<file path="config.mk">
export PLATFORM = sky130hd
export DESIGN_NAME = fifo_write_arbiter
export DESIGN_NICKNAME = d
export VERILOG_FILES = /design/src/rtl/fifo_write_arbiter.sv
export SDC_FILE = /design/constraint.sdc
export NUM_CORES = 1
export LEC_CHECK = 0
export BUFFER_PORTS_ARGS = -buffer_cell sky130_fd_sc_hd__buf_2
export CORE_ASPECT_RATIO = 1.5
export CORE_MARGIN = 5
export CORE_UTILIZATION = 42
export CTS_CLUSTER_DIAMETER = 30
export DETAILED_ROUTE_END_ITERATION = 8
export MAX_ROUTING_LAYER = met4
export PLACE_DENSITY = 0.84
export SKIP_CTS_REPAIR_TIMING = 1
export SYNTH_ARGS = -nofsm -noshare
export SYNTH_HDL_FRONTEND = slang
export SYNTH_SLANG_ARGS = --single-unit
</file>
<file path="constraint.sdc">
create_clock -name clk -period 4.04 [get_ports clk]
set_input_delay 0 -clock clk [delete_from_list [all_inputs] [get_ports clk]]
set_output_delay 0 -clock clk [all_outputs]
set_load 0.1 [all_outputs]
</file>
<file path="src/rtl/fifo_write_arbiter.sv">
// fifo_write_arbiter: round-robin write arbiter that lets four requesters share one simple_fifo.
// A winner keeps the grant for up to BURST words. It loses the grant early if it drops req.
// The grant is held, with no transfer, while the FIFO reports full.
// Optional macro FIFO_ARB_STATS_EN adds per-requester accepted-word counters
// that are read out through stat_sel / stat_count.
module fifo_write_arbiter #(
   parameter int WIDTH = 32,
   parameter int BURST = 4
) (
   input  logic               clk,
   input  logic               reset,
   input  logic [3:0]         req,
   input  logic [4*WIDTH-1:0] din,
   output logic [3:0]         ack,
   output logic               fifo_we,
   output logic [WIDTH-1:0]   fifo_din,
   input  logic               fifo_full,
   output logic [1:0]         owner,
   output logic               busy
`ifdef FIFO_ARB_STATS_EN
   ,
   input  logic [1:0]         stat_sel,
   output logic [15:0]        stat_count
`endif
);

   typedef enum logic {IDLE = 1'b0, LOCK = 1'b1} state_t;

   localparam logic [3:0] BURST_C = 4'(BURST);

   state_t           state;
   logic [1:0]       ptr;
   logic [3:0]       cnt;
   logic [1:0]       winner;
   logic [1:0]       cand;
   logic [1:0]       gnt;
   logic             gnt_vld;
   logic             xfer;
   logic [3:0]       cnt_inc;
   logic [WIDTH-1:0] din_w [4];

   for (genvar i = 0; i < 4; i++) begin : g_din
      assign din_w[i] = din[i*WIDTH +: WIDTH];
   end

   // Round-robin search from ptr+1. Walking backwards lets the nearest candidate overwrite the farther ones.
   always_comb begin
      winner = '0;
      cand   = '0;
      for (int k = 4; k >= 1; k--) begin
         cand = ptr + 2'(k);
         if (req[cand]) winner = cand;
      end
   end

   // The grant source comes from the search when IDLE and from the held owner when LOCK.
   // Reset masks any transfer, so no ack can leak out while reset is high.
   always_comb begin
      gnt      = (state == LOCK) ? owner : winner;
      gnt_vld  = (state == LOCK) ? req[owner] : |req;
      xfer     = gnt_vld & ~fifo_full & ~reset;
      fifo_we  = xfer;
      fifo_din = xfer ? din_w[gnt] : '0;
      ack      = xfer ? (4'b0001 << gnt) : 4'b0000;
   end

   assign busy    = (state == LOCK);
   assign cnt_inc = cnt + 4'd1;

   // Arbitration FSM. Owner returns to 0 whenever the grant is released.
   always_ff @(posedge clk or posedge reset) begin
      if (reset) begin
         state <= IDLE;
         ptr   <= 2'd3;
         cnt   <= '0;
         owner <= '0;
      end else begin
         case (state)
            IDLE: begin
               if (|req) begin
                  if (BURST_C == 4'd1 && xfer) begin
                     // A single-beat burst finishes immediately, so the block never enters LOCK.
                     ptr <= winner;
                  end else begin
                     state <= LOCK;
                     owner <= winner;
                     cnt   <= xfer ? 4'd1 : 4'd0;
                  end
               end
            end
            LOCK: begin
               if (!req[owner] || (xfer && cnt_inc == BURST_C)) begin
                  state <= IDLE;
                  ptr   <= owner;
                  cnt   <= '0;
                  owner <= '0;
               end else if (xfer) begin
                  cnt <= cnt_inc;
               end
            end
            default: begin
               state <= IDLE;
               cnt   <= '0;
               owner <= '0;
            end
         endcase
      end
   end

`ifdef FIFO_ARB_STATS_EN
   logic [15:0] stat_q [4];

   for (genvar i = 0; i < 4; i++) begin : g_stat
      // Each counter tallies the words accepted for its requester and saturates at the top value.
      always_ff @(posedge clk or posedge reset) begin
         if (reset)                              stat_q[i] <= '0;
         else if (ack[i] && stat_q[i] != 16'hFFFF) stat_q[i] <= stat_q[i] + 16'd1;
      end
   end

   assign stat_count = stat_q[stat_sel];
`endif

endmodule

</file>
==> results.sh <==
export IMPL_finalHoldViolCount=0
export IMPL_status="complete, no violations"
export IMPL_cts_sinks=9
export IMPL_avgSynthCellArea_um2=8.008
export IMPL_wl_per_cell_um=18.35
export IMPL_grt_overflow_total=0
export IMPL_crit_path_end_kind="primary output"
export IMPL_final_cell_mix="buf_2 (174), mux2i_1 (65), nand4_1 (33)"
export IMPL_drive_above_1_share=0.4333
export IMPL_ys_top_cells_by_area="mux2i_1 (26%), or4b_1 (13%), o22a_1 (11%), nand4_1 (8.3%), a31oi_1 (8.0%)"
export IMPL_track_usage=0.2504
export IMPL_path_cells="inv_1, a311oi_1, or3_2, nand2_1, nor3_1, buf_2"
export IMPL_drc_errors=0
export IMPL_die_h_um=104.5
export IMPL_antenna_found_initial=0
export IMPL_final_common_cell="buf_2"
export IMPL_cts_buffer_depth=2
export IMPL_syn_nets=448
export IMPL_cpPeakStageDelay_ns=0.96
export IMPL_drv_slew=0
export IMPL_num_nets_final=594
export IMPL_p_per_area_mw_per_mm2=753.0
export IMPL_p_leak_nw=1.652
export IMPL_synth_top_cell_area_share=0.2604
export IMPL_crit_type="register to primary output"
export IMPL_busiest_layer="met2"
export IMPL_cts_tree="built"
export IMPL_min_period_ns=3.176
export IMPL_io_pins=175
export IMPL_place_hpwl_um=7148
export IMPL_gp_congestion=0.8730
export IMPL_netlist_area_mm2=0.002499
export IMPL_critical_path_slowest_cell="or3_2"
export IMPL_numCtsBuffers=3
export IMPL_syn_to_final_growth_pct=36.81
export IMPL_start_kind="register"
export IMPL_synth_main_ff_cell="dfrtp_1"
export IMPL_antennaDiodeCount=0
export IMPL_rsz0062_at_grt="no"
export IMPL_grt_pass1_wl_um=15410
export IMPL_clk_latency_ns=0.24
export IMPL_arrival_ns=3.18
export IMPL_die_area_mm2=0.007623
export IMPL_num_vias=3366
export IMPL_synth_edf_count=0
export IMPL_grt_start_max_net_pins=67
export IMPL_start_util=0.4319
export IMPL_drt_total_wl_um=9705
export IMPL_synth_warnings=0
export IMPL_core_mm2=0.005786
export IMPL_fmax_ghz=0.3149
export IMPL_grt_util_met1=0.3147
export IMPL_ir_worst_vdd_mv=0.5223
export IMPL_finalSetupTns_ns=0
export IMPL_via_per_inst=6.363
export IMPL_multiInputGateArea_mm2=0.002106
export IMPL_ys_types=41
export IMPL_ant_nets=0
export IMPL_finalInstanceArea_mm2=0.003418
export IMPL_hold_class="input port to register"
export IMPL_port_buffers=174
export IMPL_cts_htree_levels=1
export IMPL_grtUsageMet2=0.4089
export IMPL_placed_area_mm2=0.003363
export IMPL_ys_seq_elements=9
export IMPL_core_rowCount=34
export IMPL_max_slew_margin=0.1659
export IMPL_path_clk_slew_ns=0.05
export IMPL_period_share=0.7861
export IMPL_nFillCells=550
export IMPL_worst_ep_required_time_ns=4.04
export IMPL_setup_violations=0
export IMPL_die_x_um=72.98
export IMPL_synth_top_area_cell="mux2i_1"
export IMPL_cap_violations=0
export IMPL_grt_use_met3=0.02224
export IMPL_path_max_fanout=66
export IMPL_grt_pass1_vias=3348
export IMPL_regArea_um2=229.0
export IMPL_dr_pass1_iters=5
export IMPL_syn_inst=312
export IMPL_ys_async_sr_fraction=1.000
export IMPL_worst_pin_slew_ns=1.247
export IMPL_yosysSeqAreaShare=0.09114
export IMPL_drt_iter0_markers=201
export IMPL_fin_skew_ns=0.0004720
export IMPL_cts_root_buf="clkbuf_8"
==> registers in the layout, summed over array words and instances, names as in the netlist <==
name / cells
cnt: 4
owner: 2
ptr: 2
busy: 1
==> per-stage QoR <==
step	instances	hold slack, ns	power, mW	util	setup slack (ns)
after floorplan	312	-0.1735	2.069	-	0.01934
after global placement	524	0.006254	2.412	0.5813	1.175
after detailed placement	524	0.007495	2.461	0.5813	1.105
after CTS	528	-0.2431	2.570	0.5891	0.8349
after global routing	529	0.2753	2.740	0.5908	0.6037
final	529	0.2363	2.574	0.5908	0.8641
==> Yosys cell counts (all sizes together) (3+ instances only) <==
master	count
mux2i	65
nor2	10
a21oi	4
nand2	7
a31oi	32
a21o	3
dfrtp	7
o21ai	7
nand4	33
or4b	32
a211oi	3
inv	6
o22a	32
buf	11
clkbuf	29
==> report_power, final <==
| group | leakage, nW | switching [mW] | internal (mW) |
|---|---|---|---|
| Sequential | 0.111 | 0.0651 | 0.133 |
| Combinational | 1.52 | 1.57 | 0.696 |
| Clock | 0.0228 | 0.0383 | 0.0690 |
| Total | 1.65 | 1.68 | 0.898 |
==> layout make-up <==
class                   count  area share
well taps                  72     0.02635
multi-input cells         257      0.6160
inverters                   6    0.006589
repair buffers            181      0.2709
flip-flops and latches      9     0.06698
clock buffers               4     0.01318
==> layer usage <==
| layer | part of all wire | vias up |
|---|---|---|
| met1 | 0.39 | 1588 |
| met3 | 0.064 | 35 |
| met2 | 0.51 | 163 |
| li1 | - | 1580 |
| met4 | 0.035 | 0 |
| met5 | 0 | - |
==> final timing paths <==
path	startpoint	depth (start not counted)	endpoint	slack, ns
worst max-delay path	ptr[0]$_DFFE_PP1P_	6	ack[1]	0.86
worst min-delay path	fifo_full	5	cnt[0]$_DFFE_PP0P_	0.24
worst max register to register	busy$_DFF_PP0_	5	cnt[3]$_DFFE_PP0P_	2.26
worst min register to register	cnt[2]$_DFFE_PP0P_	2	cnt[2]$_DFFE_PP0P_	0.57
max in group asynchronous	reset	3	ptr[0]$_DFFE_PP1P_	3.42
min in group asynchronous	reset	3	busy$_DFF_PP0_	0.32
==> critical path: cells and delay by family, from the launching register on <==
family          cells  cell delay (ns)
simple gates        3             1.43
flops               1             0.57
buf+inv             2             0.55
compound gates      1             0.35
==> cells by family after synthesis <==
family | count (synthesis) | share of synthesized area
compound gates | 89 | 0.2649
xor+xnor | 2 | 0.007012
fa+ha+maj | 1 | 0.005007
buf+inv | 46 | 0.07962
flops | 9 | 0.09114
mux | 68 | 0.2784
simple gates | 97 | 0.2739
(Power assumes the default switching activity.)
